$ cat src/rtl/conv_pass_sched_if.sv
// Handshake and bus bundle between the convolution pass scheduler and its
//   layer controller / engine: layer command (start, num_grp, num_och), weight
//   load handshake (wt_req/wt_ack/wt_och/wt_grp), pixel stream (pix_en/pix_addr),
//   accumulator framing (accu_first/accu_last), line-buffer clear (conv_rst) and
//   status (busy, done). abort exists only when SCHED_ABORT_EN is defined.
// master = scheduler side, slave = controller/engine side.
interface conv_pass_sched_if #(
  parameter int GRP_W = 4
);
  logic             start;
  logic [GRP_W-1:0] num_grp;
  logic [7:0]       num_och;
  logic             wt_req;
  logic             wt_ack;
  logic [7:0]       wt_och;
  logic [GRP_W-1:0] wt_grp;
  logic             pix_en;
  logic [15:0]      pix_addr;
  logic             accu_first;
  logic             accu_last;
  logic             conv_rst;
  logic             busy;
  logic             done;
`ifdef SCHED_ABORT_EN
  logic             abort;

  modport master (
    input  start, num_grp, num_och, wt_ack, abort,
    output wt_req, wt_och, wt_grp, pix_en, pix_addr,
           accu_first, accu_last, conv_rst, busy, done
  );

  modport slave (
    output start, num_grp, num_och, wt_ack, abort,
    input  wt_req, wt_och, wt_grp, pix_en, pix_addr,
           accu_first, accu_last, conv_rst, busy, done
  );
`else
  modport master (
    input  start, num_grp, num_och, wt_ack,
    output wt_req, wt_och, wt_grp, pix_en, pix_addr,
           accu_first, accu_last, conv_rst, busy, done
  );

  modport slave (
    output start, num_grp, num_och, wt_ack,
    input  wt_req, wt_och, wt_grp, pix_en, pix_addr,
           accu_first, accu_last, conv_rst, busy, done
  );
`endif
endinterface

$ cat src/rtl/conv_pass_sched.sv
// Purpose : sequences convolution passes over (och, grp): clear line buffers,
//           load weights, stream IMG_W*IMG_H pixel addresses, drain the engine.
// Latency : per pass 1 (CLR) + load wait + IMG_W*IMG_H + PIPE_LAT + 1 (NEXT);
//           done is a one-cycle pulse in the cycle after the final NEXT.
// Backpressure: only the weight load stalls (wt_req held until wt_ack); the
//           pixel stream never stalls.
// Ports   : clk, rst (async, active-high); bus = conv_pass_sched_if.master
//           carrying start/num_grp/num_och in, wt_ack in, wt_req/wt_och/wt_grp,
//           pix_en/pix_addr, accu_first/accu_last, conv_rst, busy, done out.
// Config  : SCHED_ABORT_EN adds bus.abort, which returns any busy state to
//           IDLE with a done pulse. PIPE_LAT must be >= 1.
module conv_pass_sched #(
  parameter int IMG_W    = 28,
  parameter int IMG_H    = 28,
  parameter int PIPE_LAT = 6,
  parameter int GRP_W    = 4
) (
  input  logic              clk,
  input  logic              rst,
  conv_pass_sched_if.master bus
);

  localparam logic [15:0] LAST_ADDR = 16'(IMG_W * IMG_H - 1);
  localparam int          DW        = (PIPE_LAT > 1) ? $clog2(PIPE_LAT) : 1;

  typedef enum logic [2:0] {
    S_IDLE,
    S_CLR,
    S_LOAD,
    S_STREAM,
    S_DRAIN,
    S_NEXT
  } state_t;

  state_t           r_state;
  logic [GRP_W-1:0] r_num_grp;
  logic [7:0]       r_num_och;
  logic [7:0]       r_och;
  logic [GRP_W-1:0] r_grp;
  logic [DW-1:0]    r_drain;
  logic [15:0]      r_pix_addr;
  logic             r_wt_req;
  logic             r_pix_en;
  logic             r_first;
  logic             r_last;
  logic             r_conv_rst;
  logic             r_busy;
  logic             r_done;

  logic [GRP_W-1:0] w_grp_max;
  logic             w_last_grp;
  logic             w_last_och;
  logic             w_layer_end;
  logic [GRP_W-1:0] w_nxt_grp;
  logic [7:0]       w_nxt_och;

  assign w_grp_max   = r_num_grp - GRP_W'(1);
  assign w_last_grp  = (r_grp == w_grp_max);
  assign w_last_och  = (r_och == r_num_och - 8'd1);
  assign w_layer_end = w_last_grp && w_last_och;
  assign w_nxt_grp   = w_last_grp ? '0 : r_grp + GRP_W'(1);
  // och saturates at 255 rather than wrapping.
  assign w_nxt_och   = (w_last_grp && (r_och != 8'hFF)) ? r_och + 8'd1 : r_och;

  always_ff @(posedge clk or posedge rst) begin
    if (rst) begin
      r_state    <= S_IDLE;
      r_num_grp  <= '0;
      r_num_och  <= '0;
      r_och      <= '0;
      r_grp      <= '0;
      r_drain    <= '0;
      r_pix_addr <= '0;
      r_wt_req   <= 1'b0;
      r_pix_en   <= 1'b0;
      r_first    <= 1'b0;
      r_last     <= 1'b0;
      r_conv_rst <= 1'b0;
      r_busy     <= 1'b0;
      r_done     <= 1'b0;
    end else begin
      // Pulse outputs default low; set only on the transition that owns them.
      r_done     <= 1'b0;
      r_conv_rst <= 1'b0;
`ifdef SCHED_ABORT_EN
      if (bus.abort && (r_state != S_IDLE)) begin
        r_state    <= S_IDLE;
        r_busy     <= 1'b0;
        r_wt_req   <= 1'b0;
        r_pix_en   <= 1'b0;
        r_first    <= 1'b0;
        r_last     <= 1'b0;
        r_och      <= '0;
        r_grp      <= '0;
        r_pix_addr <= '0;
        r_done     <= 1'b1;
      end else
`endif
      begin
        unique case (r_state)
          S_IDLE: begin
            if (bus.start) begin
              if ((bus.num_grp == '0) || (bus.num_och == '0)) begin
                // Empty layer: acknowledge with done, never leave IDLE.
                r_done <= 1'b1;
              end else begin
                r_num_grp  <= bus.num_grp;
                r_num_och  <= bus.num_och;
                r_och      <= '0;
                r_grp      <= '0;
                r_first    <= 1'b1;
                r_last     <= (bus.num_grp == GRP_W'(1));
                r_conv_rst <= 1'b1;
                r_busy     <= 1'b1;
                r_state    <= S_CLR;
              end
            end
          end
          S_CLR: begin
            r_wt_req <= 1'b1;
            r_state  <= S_LOAD;
          end
          S_LOAD: begin
            if (bus.wt_ack) begin
              r_wt_req   <= 1'b0;
              r_pix_en   <= 1'b1;
              r_pix_addr <= '0;
              r_state    <= S_STREAM;
            end
          end
          S_STREAM: begin
            // Address holds at the last pixel; it never wraps to 0.
            if (r_pix_addr == LAST_ADDR) begin
              r_pix_en <= 1'b0;
              r_drain  <= DW'(PIPE_LAT - 1);
              r_state  <= S_DRAIN;
            end else begin
              r_pix_addr <= r_pix_addr + 16'd1;
            end
          end
          S_DRAIN: begin
            if (r_drain == '0) begin
              r_state <= S_NEXT;
            end else begin
              r_drain <= r_drain - DW'(1);
            end
          end
          S_NEXT: begin
            if (w_layer_end) begin
              r_state    <= S_IDLE;
              r_busy     <= 1'b0;
              r_first    <= 1'b0;
              r_last     <= 1'b0;
              r_och      <= '0;
              r_grp      <= '0;
              r_pix_addr <= '0;
              r_done     <= 1'b1;
            end else begin
              // Framing flags for the coming pass are computed from the
              // next group so they are already valid during its CLR cycle.
              r_grp      <= w_nxt_grp;
              r_och      <= w_nxt_och;
              r_first    <= (w_nxt_grp == '0);
              r_last     <= (w_nxt_grp == w_grp_max);
              r_conv_rst <= 1'b1;
              r_state    <= S_CLR;
            end
          end
          default: r_state <= S_IDLE;
        endcase
      end
    end
  end

  assign bus.wt_req     = r_wt_req;
  assign bus.wt_och     = r_och;
  assign bus.wt_grp     = r_grp;
  assign bus.pix_en     = r_pix_en;
  assign bus.pix_addr   = r_pix_addr;
  assign bus.accu_first = r_first;
  assign bus.accu_last  = r_last;
  assign bus.conv_rst   = r_conv_rst;
  assign bus.busy       = r_busy;
  assign bus.done       = r_done;

endmodule

$ cat src/flat_wrapper.sv
// flat-port wrapper written by rule: the top's interface ports become plain ports
module conv_pass_sched_flat 
#(
  parameter int IMG_W    = 28,
  parameter int IMG_H    = 28,
  parameter int PIPE_LAT = 6,
  parameter int GRP_W    = 4
)
  (clk, rst, bus_start, bus_num_grp, bus_num_och, bus_wt_ack, bus_wt_req, bus_wt_och, bus_wt_grp, bus_pix_en, bus_pix_addr, bus_accu_first, bus_accu_last, bus_conv_rst, bus_busy, bus_done);
  conv_pass_sched_if #(.GRP_W(GRP_W)) bus_i ();
  input  logic clk;
  input  logic rst;
  input wire logic [$bits(bus_i.start)-1:0] bus_start;
  input wire logic [$bits(bus_i.num_grp)-1:0] bus_num_grp;
  input wire logic [$bits(bus_i.num_och)-1:0] bus_num_och;
  input wire logic [$bits(bus_i.wt_ack)-1:0] bus_wt_ack;
  output wire logic [$bits(bus_i.wt_req)-1:0] bus_wt_req;
  output wire logic [$bits(bus_i.wt_och)-1:0] bus_wt_och;
  output wire logic [$bits(bus_i.wt_grp)-1:0] bus_wt_grp;
  output wire logic [$bits(bus_i.pix_en)-1:0] bus_pix_en;
  output wire logic [$bits(bus_i.pix_addr)-1:0] bus_pix_addr;
  output wire logic [$bits(bus_i.accu_first)-1:0] bus_accu_first;
  output wire logic [$bits(bus_i.accu_last)-1:0] bus_accu_last;
  output wire logic [$bits(bus_i.conv_rst)-1:0] bus_conv_rst;
  output wire logic [$bits(bus_i.busy)-1:0] bus_busy;
  output wire logic [$bits(bus_i.done)-1:0] bus_done;
  assign bus_i.start = bus_start;
  assign bus_i.num_grp = bus_num_grp;
  assign bus_i.num_och = bus_num_och;
  assign bus_i.wt_ack = bus_wt_ack;
  assign bus_wt_req = bus_i.wt_req;
  assign bus_wt_och = bus_i.wt_och;
  assign bus_wt_grp = bus_i.wt_grp;
  assign bus_pix_en = bus_i.pix_en;
  assign bus_pix_addr = bus_i.pix_addr;
  assign bus_accu_first = bus_i.accu_first;
  assign bus_accu_last = bus_i.accu_last;
  assign bus_conv_rst = bus_i.conv_rst;
  assign bus_busy = bus_i.busy;
  assign bus_done = bus_i.done;
  conv_pass_sched #(.IMG_W(IMG_W), .IMG_H(IMG_H), .PIPE_LAT(PIPE_LAT), .GRP_W(GRP_W)) u_core (.clk(clk), .rst(rst), .bus(bus_i));
endmodule
$ cat config.mk
export PLATFORM = sky130hd
export DESIGN_NAME = conv_pass_sched_flat
export DESIGN_NICKNAME = d
export VERILOG_FILES = /design/src/rtl/conv_pass_sched_if.sv /design/src/rtl/conv_pass_sched.sv /design/src/flat_wrapper.sv
export SDC_FILE = /design/constraint.sdc
export NUM_CORES = 1
export LEC_CHECK = 0
export ABC_AREA = 0
export CAP_MARGIN = 20
export CORE_UTILIZATION = 48
export DETAILED_ROUTE_END_ITERATION = 8
export PLACE_DENSITY = 0.76
export RECOVER_POWER = 50
export SLEW_MARGIN = 20
export SYNTH_ARGS = -nofsm -noshare
export SYNTH_HDL_FRONTEND = slang
export SYNTH_SLANG_ARGS = --single-unit
export TNS_END_PERCENT = 100
$ cat constraint.sdc
create_clock -name clk -period 2.5 [get_ports clk]
set_input_delay 0.75 -clock clk [delete_from_list [all_inputs] [get_ports clk]]
set_output_delay 0.75 -clock clk [all_outputs]
set_load 0.05 [all_outputs]
Word-level counts from Yosys, hierarchy flattened
Index checks and enable logic that the tools add are counted.
{"block": "op_classes", "n_mux": 47, "n_eq_ne": 20, "n_reduce_logical": 22, "bitwise": 1, "add_sub_neg": 6}
{"cell": "$mux W16", "count": 3}
{"cell": "$pmux W16 S3", "count": 1}
{"cell": "$mux W8", "count": 4}
{"cell": "$mux W3", "count": 7}
{"cell": "$pmux W3 S6", "count": 1}
{"cell": "$mux W1", "count": 17}
{"cell": "$add A16 B1 Y16 const B", "count": 1}
{"cell": "$eq A16 B10 Y1 const B", "count": 1}
{"cell": "$mux W4", "count": 4}
{"cell": "$pmux W8 S2", "count": 1}
{"cell": "$pmux W1 S2", "count": 7}
{"cell": "$reduce_and A3 Y1", "count": 4}
{"cell": "$reduce_and A4 Y1", "count": 3}
{"cell": "$ne A2 B2 Y1 const B", "count": 5}
{"cell": "$add A8 B1 Y8 const B", "count": 1}
{"cell": "$eq A4 B4 Y1", "count": 2}
{"cell": "$eq A8 B8 Y1", "count": 1}
{"cell": "$logic_not A4 Y1", "count": 2}
{"cell": "$logic_not A8 Y1", "count": 1}
{"cell": "$ne A8 B8 Y1 const B", "count": 1}
{"cell": "$pmux W4 S2", "count": 1}
{"cell": "$reduce_bool A2 Y1", "count": 4}
{"cell": "$sub A8 B1 Y8 const B", "count": 1}
{"cell": "$eq A3 B2 Y1 const B", "count": 2}
{"cell": "other kinds (16)", "count": 21}
{"block": "totals", "out_inout_bits": 35, "elab_cells": 110, "inputBits": 16, "reg_bits": 53}

Depth between registers and ports, before layout
Gate-level depths: netlist of the first run.
{"block": "logic_depth", "depth_word": 6, "depth_mapped": 11, "depth_no_buf": 9}

Least setup slack after synthesis of the first run
Ideal clock, no wire load.
{"block": "synth_timing", "path_type": "reg2reg", "startpoint": "register u_core.r_grp[0], in the netlist u_core.bus.wt_grp[0]", "endpoint": "register u_core.r_och[7], in the netlist u_core.bus.wt_och[7]", "setup_slack_ns": -0.299, "n_path_buf": 2, "synth_period_minus_slack_ns": 2.799, "setup_time_ns": 0.124, "required_time_ns": 2.376, "stages_incl_launch_ff": 9, "arrival_time_ns": 2.675, "cell_sequence": "dfrtp_1 > clkbuf_2 > xnor2_1 > or4b_2 > buf_2 > a311oi_4 > nand4_1 > nor2b_1 > o31a_1"}
{"block": "synth_between", "elab_chain_cells": 4, "word_cells_on_any_way": 7, "cone_classes": "eq/ne: 2; mux: 2; reduce/logical: 3"}
{"element": "from (decl)", "line": "conv_pass_sched.sv:39", "text": "logic [GRP_W-1:0] r_grp;"}
{"element": "from (signal assigned)", "line": "conv_pass_sched.sv:161", "text": "r_grp <= w_nxt_grp;"}
{"element": "$eq A4 B4 Y1 *", "line": "conv_pass_sched.sv:58", "text": "assign w_last_grp = (r_grp == w_grp_max);"}
{"element": "$logic_and A1 B1 Y1 (on tied branches)", "line": "conv_pass_sched.sv:63, conv_pass_sched.sv:60"}
{"element": "$ne A3 B1 Y1 (no source line) / $mux W8 (equally long branches)"}
{"element": "$reduce_and A4 Y1 (no source line) / $pmux W8 S2 (equally long branches)"}
{"element": "to (signal assigned)", "line": "conv_pass_sched.sv:162", "text": "r_och <= w_nxt_och;"}
{"element": "to (decl)", "line": "conv_pass_sched.sv:38", "text": "logic [7:0] r_och;"}
Mark *: on every way between the ends. The rest lies on a longest branch, timed or not.
A chain may end at the register's enable or synchronous reset.

Worst setup path in the final report of the first run
{"block": "layout_timing", "startpoint": "register u_core.r_num_grp[0]", "endpoint": "register u_core.r_pix_addr[6], in the netlist u_core.bus.pix_addr[6]"}
{"block": "layout_between", "elab_chain_cells": 5}
{"element": "from (decl)", "line": "conv_pass_sched.sv:36", "text": "logic [GRP_W-1:0] r_num_grp;"}
{"element": "from (signal assigned)", "line": "conv_pass_sched.sv:107", "text": "r_num_grp <= bus.num_grp;"}
{"element": "$sub A4 B1 Y4", "line": "conv_pass_sched.sv:57", "text": "assign w_grp_max = r_num_grp - GRP_W'(1);"}
{"element": "$eq A4 B4 Y1", "line": "conv_pass_sched.sv:58"}
{"element": "$logic_and A1 B1 Y1", "line": "conv_pass_sched.sv:60", "text": "assign w_layer_end = w_last_grp && w_last_och;"}
{"element": "$ne A2 B1 Y1 (no source line)"}
{"element": "$reduce_and A4 Y1 (no source line)"}
{"element": "to (signal assigned)", "line": "conv_pass_sched.sv:138", "text": "r_pix_addr <= r_pix_addr + 16'd1;"}
{"element": "to (decl)", "line": "conv_pass_sched.sv:41", "text": "logic [15:0] r_pix_addr;"}
No other way between the ends.

==> out/results.txt, run 1 <==
area share of and/or/nand/nor cells after synthesis -> 24.5%
Arr. time, crit path -> 2.72 ns
DIE AREA -> 6620 um^2
Async S/R FF share, synth -> 100%
area inside the core boundary -> 5990 um^2
launching instance or port of the critical path -> u_core.r_num_grp[0]
setup repair after global routing missed its margin -> yes
Clk pwr share -> 15.4%
die width -> 81.3 um
number of placed instances with taps included -> 492
Peak VDD IR -> 0.000451 V
overall overflow remaining after global route -> 0
post-DR wirelength/cell -> 15.2 um
# port buffers -> 50
switching share of total power -> 42.2%
number of hold buffers added after cts -> 0
fill count -> 468
maximum number of pins on one net before global-route repair -> 54
H-tree lvl count -> 2
DR vias -> 2896
Final Hold Fails -> 0
GRT Overall Usage -> 24.0%
post-DR vias/cell -> 5.69
worst min-delay path category -> reg2reg
Avg Synthesized Cell Area -> 8.68 um^2
Compound-Gate Fraction of Synth Area -> 17.6%
Min Clock Period, post-route -> 2.52 ns
die span in y -> 81.3 um
headroom to the max-slew limit -> 12.9%
crit path kind -> reg2reg
Data required, critical path -> 2.70 ns
post-detailed-route DRC marker count -> 0
Leak Pwr -> 1.83 nW
clock latency at the later pin of the worst-skew pair -> 0.31 ns
library cell occupying the most area in the post-synthesis netlist -> sky130_fd_sc_hd__dfrtp_1
number of standard cells in the final layout excluding fillers -> 509
multi-input gate area in the final layout -> 1700 um^2
share of total power in sequential cells -> 38.6%
final clock period utilization by the worst path -> 101%
Row Count -> 28
TritonCTS clock tree -> built
wire length of the first global-routing pass -> 12200 um
total count of max-transition violations in the final report -> 0
via count of the first global-routing pass -> 2701
number of diodes added for antenna fixing -> 0
Clock Tree Root -> sky130_fd_sc_hd__clkbuf_8
fraction of synthesized area in multiplexers -> 0%
post-layout net count -> 456
Critical Path Fanout Max -> 5
Seq. cell area -> 1330 um^2
total negative slack -> -0.0654 ns
EDFF count, synth -> 0
power per unit of standard cell area -> 752 nW/um^2
slew of the pin with the lowest slew margin -> 1.31 ns
count of mapped cells out of synthesis -> 348
startpoint of the worst register-to-register path -> u_core.r_num_grp[0]
xor and xnor area share after synthesis -> 7.83%
setup slack after placement -> -0.437 ns
initial standard-cell utilization of the core -> 50.4%
detailed placer's ending HPWL -> 5400 um
Max Cap Violations -> 0
detailed-router iteration count before antenna repair -> 4
layout cells sized above 1 -> 16.6%
P_sw -> 0.00129 W
post-synthesis adder-cell area fraction -> 2.90%
dominant combinational cell family by area after synthesis -> simple AND/OR/NAND/NOR gates
maximum clock frequency -> 0.397 GHz
internal reg-to-reg setup slack -> -0.02 ns
Pint -> 0.00177 W
number of setup violations in the final report -> 8
gpl congestion -> 0.843
maximum clock path buffer count -> 2
Hold Crit Start -> u_core.r_drain[0]
drt first-iter violations -> 149
antenna violations before repair -> 0
layout overhead on the synthesized area -> 34.7%
Synth Flop Type -> sky130_fd_sc_hd__dfrtp_1
share of total power in combinational logic -> 46.0%
Synth cell types -> 48
area share of the largest cell type after synthesis -> 43.9%
result of the run -> complete, but fails checks
Synth Net Count -> 371
capturing element type of the critical path -> flip-flop
Detailed Route WL -> 7710 um
clock skew after layout -> 0.0125 ns
startpoint class of the critical path -> flip-flop
worst path setup slack after routing -> -0.0164 ns
cts bufs inserted -> 5
violated checks -> setup timing
number of storage elements in the synthesis netlist -> 53
Routed Antenna Nets -> 0
Seq/Total Area, Yosys -> 43.9%
post-CTS clock slew at the launch and capture registers of the worst setup and hold paths -> 0.09 ns
count of pins on the block boundary -> 51
top post-synthesis cells by area -> sky130_fd_sc_hd__dfrtp_1 (44%), sky130_fd_sc_hd__nand2_1 (7.1%), sky130_fd_sc_hd__o21ai_0 (6.5%)
count of clock tree sinks -> 53
total of warnings raised by yosys -> 0
area of the mapped netlist -> 3020 um^2
==> cells in the final DEF, fill, tap and decap left out, drive strengths merged, types with 2 or more instances in the layout <==
master,n
nand2,57
dfrtp,53
clkdlybuf4s50,41
o21ai,39
buf,38
nor2,34
nand3,16
a21oi,15
xor2,14
xnor2,13
and3,10
inv,10
clkbuf,10
nor3,8
nor4,8
dlymetal6s2s,7
ha,7
nand4,5
nor2b,5
a31oi,4
o32ai,4
a21o,4
o31ai,3
nor4b,2
or4b,2
o22ai,2
and4,2
==> critical path, cell delays in order (launching register included) <==
cell and delay, ns:
sky130_fd_sc_hd__dfrtp_1 0.40, sky130_fd_sc_hd__inv_2 0.07, sky130_fd_sc_hd__ha_4 0.17, sky130_fd_sc_hd__xor2_4 0.16
sky130_fd_sc_hd__xor2_2 0.17, sky130_fd_sc_hd__or4b_4 0.60, sky130_fd_sc_hd__nor4_4 0.35, sky130_fd_sc_hd__a21boi_2 0.13
sky130_fd_sc_hd__buf_6 0.16, sky130_fd_sc_hd__o21ai_2 0.12, sky130_fd_sc_hd__o21ai_1 0.07
==> sequential cells by signal, indices dropped and copies added, names as in the netlist <==
register / flops
u_core.bus.accu_last: 1
u_core.r_drain: 3
u_core.bus.done: 1
u_core.bus.wt_grp: 4
u_core.bus.conv_rst: 1
u_core.r_state: 3
u_core.bus.wt_req: 1
u_core.bus.busy: 1
u_core.bus.wt_och: 8
u_core.bus.pix_addr: 16
u_core.bus.accu_first: 1
u_core.bus.pix_en: 1
u_core.r_num_grp: 4
u_core.r_num_och: 8
==> through the flow <==
step / cell area, um^2 / hold WS [ns] / power [W] / util, %
after floorplan: 3050 / 0.445 / 0.00205 / -
after global placement: 3830 / 0.463 / 0.00242 / 63.9
after detailed placement: 3830 / 0.483 / 0.00246 / 63.9
after CTS: 3930 / 0.491 / 0.00295 / 65.5
after global routing: 4070 / 0.522 / 0.00324 / 68.0
final: 4070 / 0.497 / 0.00306 / 68.0
==> synth_stat cells (4+ instances only) <==
master and n:
sky130_fd_sc_hd__a21oi_1 15, sky130_fd_sc_hd__xnor2_1 13, sky130_fd_sc_hd__nor2b_1 5, sky130_fd_sc_hd__xor2_1 14, sky130_fd_sc_hd__o32ai_1 4, sky130_fd_sc_hd__nor4_1 8, sky130_fd_sc_hd__clkbuf_1 5, sky130_fd_sc_hd__nand4_1 5
sky130_fd_sc_hd__nor3_1 8, sky130_fd_sc_hd__a21o_1 4, sky130_fd_sc_hd__nand2_1 57, sky130_fd_sc_hd__nor2_1 33, sky130_fd_sc_hd__ha_1 7, sky130_fd_sc_hd__dfrtp_1 53, sky130_fd_sc_hd__a31oi_1 4, sky130_fd_sc_hd__inv_1 11
sky130_fd_sc_hd__nand3_1 16, sky130_fd_sc_hd__o21ai_0 39, sky130_fd_sc_hd__and3_1 10
==> repair_timing <==
action / CTS / global route
endpoints found under the setup margin: 14 / 24
gates resized for setup: 2 / 45
buffers inserted: 2 / 5
pin swaps: 2 / 16
cloned: 0 / 2
==> power by group through the flow <==
stage,clock [W],sequential (W),combinational [W]
global route,0.000510,0.00121,0.00153
detailed placement,0,0.00119,0.00127
finish,0.000472,0.00118,0.00141
global placement,0,0.00118,0.00124
floorplan,0,0.00143,0.000614
CTS,0.000478,0.00117,0.00130
==> final cells by class <==
type | instances | area share (%)
Clock buffer | 8 | 1.97
Inverter | 11 | 1.01
Multi-Input combinational cell | 272 | 41.8
Sequential cell | 53 | 32.7
Tap cell | 75 | 2.30
Timing Repair Buffer | 90 | 20.2
==> cells by family (layout without fill, tap and decap cells) <==
logic type,count (synthesis),count (layout)
and+or+nand+nor,155,155
AOI/OAI and AO/OA,83,83
DFF,53,53
adders and majority gates,7,7
buffers and inverters,23,109
xor gates and xnor gates,27,27
==> path summary, 6_finish.rpt <==
path | end | depth (start not counted)
max | u_core.bus.pix_addr[6] | 10
min | u_core.r_drain[0] | 1
max reg2reg | u_core.bus.pix_addr[6] | 10
min reg2reg | u_core.r_drain[0] | 1
max in group asynchronous | u_core.bus.wt_grp[3] | 3
min in group asynchronous | u_core.bus.wt_och[2] | 3
==> routing by layer <==
metal | part of all wire [%] | up-vias | track usage [%]
li1 | - | 1405 | -
met1 | 45 | 1378 | 31.4
met2 | 48 | 99 | 39.9
met3 | 5.1 | 14 | 3.48
met4 | 1.7 | 0 | 9.29
met5 | 0 | - | 0
No activity file was read; power rests on OpenSTA's default activity.
==> run 2, diff against run 1 <==
--- a/config.mk
+++ b/config.mk
@@ -6,6 +6,7 @@
 export NUM_CORES = 1
 export LEC_CHECK = 0
 export ABC_AREA = 0
+export ABC_CLOCK_PERIOD_IN_PS = 2500
 export CAP_MARGIN = 20
 export CORE_UTILIZATION = 48
 export DETAILED_ROUTE_END_ITERATION = 8
==> results of run 2 <==
No change in the layout: final DEF, timing and power equal those of run 1.
==> run 3, diff against run 2 <==
--- a/config.mk
+++ b/config.mk
@@ -12,7 +12,7 @@
 export DETAILED_ROUTE_END_ITERATION = 8
 export PLACE_DENSITY = 0.76
 export RECOVER_POWER = 50
-export SLEW_MARGIN = 20
+export SLEW_MARGIN = 25
 export SYNTH_ARGS = -nofsm -noshare
 export SYNTH_HDL_FRONTEND = slang
 export SYNTH_SLANG_ARGS = --single-unit
==> results of run 3 <==
No change in the layout: final DEF, timing and power equal those of run 1.
==> patch: new RTL, settings of run 3 <==
`PIPE_LAT` is set to 6 in 2 places; all go to 3.
--- a/src/rtl/conv_pass_sched.sv
+++ b/src/rtl/conv_pass_sched.sv
@@ -12,7 +12,7 @@
 module conv_pass_sched #(
   parameter int IMG_W    = 28,
   parameter int IMG_H    = 28,
-  parameter int PIPE_LAT = 6,
+  parameter int PIPE_LAT = 3,
   parameter int GRP_W    = 4
 ) (
   input  logic              clk,
--- a/src/flat_wrapper.sv
+++ b/src/flat_wrapper.sv
@@ -3,7 +3,7 @@
 #(
   parameter int IMG_W    = 28,
   parameter int IMG_H    = 28,
-  parameter int PIPE_LAT = 6,
+  parameter int PIPE_LAT = 3,
   parameter int GRP_W    = 4
 )
   (clk, rst, bus_start, bus_num_grp, bus_num_och, bus_wt_ack, bus_wt_req, bus_wt_och, bus_wt_grp, bus_pix_en, bus_pix_addr, bus_accu_first, bus_accu_last, bus_conv_rst, bus_busy, bus_done);
Formal check against the unedited RTL: same outputs for any inputs over 10 cycles, from zero or initial values and one cycle with rst high; that may be too few to reach the edited logic, so the function may still have changed.
==> patch against run 3 <==
The flow finishes with violations (design-rule violations); setup slack better by 0.060 ns; sequential power hardly changed; global-route usage is 0.27 points lower; final area is 0.12% higher; die area is 3.4% higher; area after synthesis is 3.4% higher; fmax is 2.4% higher; synthesized cell count is 3.4% higher; sequential cell count is 1 lower; wire length is 1.2% higher; worst hold slack better by 0.015 ns; register-to-register slack better by 0.096 ns; power is 0.75% lower; critical path type is now reg -> out; highest routed layer unchanged.
==> patch: results (changes against run 3) <==
cp_slowest_stage_delay_ns: 0.86  # was 0.60 ns
synth_nets: 382  # was 371
seq_area_frac_synth_pct: 41.6  # was 43.9%
gp_congestion: 0.868  # was 0.843
drive_gt1_share_pct: 15.4  # was 16.6%
r2r_cells: 7  # was 10
largest_reg_flops: 16  # unchanged
drtIter0Drc: 103  # was 149
min_path_cells: 1  # unchanged
antenna_cells: 0  # unchanged
grt_max_degree: 53  # was 54
synth_commonest_cells: "dfrtp_1 (52), nand2_1 (34), o21ai_0 (28), nor2_1 (25)"  # was nand2_1 (57), dfrtp_1 (53), o21ai_0 (39), nor2_1 (33), nand3_1 (16)
ir_worst_vdd_mv: 0.693  # was 0.451 mV
dpl_worst_slack_ns: -0.333  # was -0.437 ns
avgViaCountPerCell: 5.68  # was 5.69
synthTopCellsByArea: "dfrtp_1 (42%), a31oi_1 (4.8%), o21ai_0 (4.5%), nand2_1 (4.1%), mux2_2 (3.2%)"  # was dfrtp_1 (44%), nand2_1 (7.1%), o21ai_0 (6.5%), nor2_1 (4.1%), xor2_1 (4.1%)
vias: 2946  # was 2896
fin_skew_ns: 0.00953  # was 0.0125 ns
drt-pass1-iter-count: 6  # was 4
grt_pass1_vias: 2708  # was 2701
arrival_ns: 1.71  # was 2.72 ns
p_leak_nw: 1.70  # was 1.83 nW
dp_hpwl_mm: 5.67  # was 5.40 mm
worstMarginPinSlew_ns: 1.29  # was 1.31 ns
cts_buffers: 5  # unchanged
clkTransAtPathRegs_ns: 0.10
grt_usage_pct: 23.7  # was 24.0%
violations: "design-rule violations"  # was negative setup slack
outcome: "finished with violations"  # unchanged
path_delay_family: "buffers and inverters"  # was simple AND/OR/NAND/NOR gates
synthDistinctLibCells: 46  # was 48
drc: 4  # was 0
grt_pass1_wl_mm: 12.5  # was 12.2 mm
synth_cells: 360  # was 348
cp_slowest_cell: "clkdlybuf4s50_1"  # was or4b_4
cts_root_buf: "clkbuf_8"  # unchanged
dp.cells: 507  # was 492
setup_viol: 0  # was 8
finalNetCount: 463  # was 456
cts_max_level: 2  # unchanged
synth-async-reset-ratio_pct: 100  # unchanged
routed_wl_mm: 7.81  # was 7.71 mm
crit_fanout: 9  # was 5
-- patch: metal layers --
layer	global-route usage (%)	share of wire [%]	wire length [µm]
met1	31.0	44	3440
met2	41.0	50	3910
met3	2.86	4.5	352
met4	7.07	1.4	108
met5	0	0	0
-- patch: worst paths after layout --
| check | startpoint | end | slack [ns] |
|---|---|---|---|
| worst max-delay path | u_core.bus.wt_grp[2] | bus_wt_grp[2] | 0.04 |
| worst min-delay path | u_core.r_drain[0] | u_core.r_drain[0] | 0.51 |
| worst max register to register | u_core.r_num_och[2] | u_core.bus.pix_addr[1] | 0.08 |
| worst min register to register | u_core.r_drain[0] | u_core.r_drain[0] | 0.51 |
| max in group asynchronous | rst | u_core.r_num_grp[0] | 0.36 |
| min in group asynchronous | rst | u_core.bus.wt_grp[0] | 1.30 |
-- patch: what timing repair did --
action	in CTS	in global routing
pin swaps	0	8
buffers inserted	0	4
resized for setup	1	13
endpoints found under the setup margin	1	12
-- patch: per-stage QoR --
step                area, µm²  util, %  total power [mW]  hold slack (ns)
detailed placement       3940     62.4              2.53            0.499
global placement         3940     62.4              2.50            0.482
global route             4080     64.6              3.22            0.561
floorplan                3130        -              2.06            0.459
finish                   4080     64.6              3.04            0.512
CTS                      4040     64.0              3.05            0.511
-- patch: logic make-up (layout without fill, tap and decap cells) --
kind of cell	after synthesis	in the layout	share of synthesized area, %
flops	52	52	41.6
xor+xnor	20	20	6.04
compound gates	89	89	17.4
mux	13	13	4.52
fa+ha+maj	6	6	2.40
simple gates	143	143	23.2
buf+inv	37	119	4.80
-- patch: area by class of cell --
| type | count | area, µm² |
|---|---|---|
| Inverter | 24 | 90.1 |
| Timing Repair Buffer | 87 | 771 |
| Sequential cell | 52 | 1300 |
| Fill cell | 532 | 2240 |
| Multi-Input combinational cell | 271 | 1720 |
| Tap cell | 77 | 96.3 |
| Clock buffer | 6 | 82.6 |
| Clock inverter | 2 | 13.8 |
-- patch: report_power, final --
part	total (mW)	internal [mW]	leakage (nW)	switching (mW)
clock network	0.523	0.227	0.0516	0.296
registers	1.18	0.980	0.659	0.201
logic	1.34	0.512	0.988	0.825
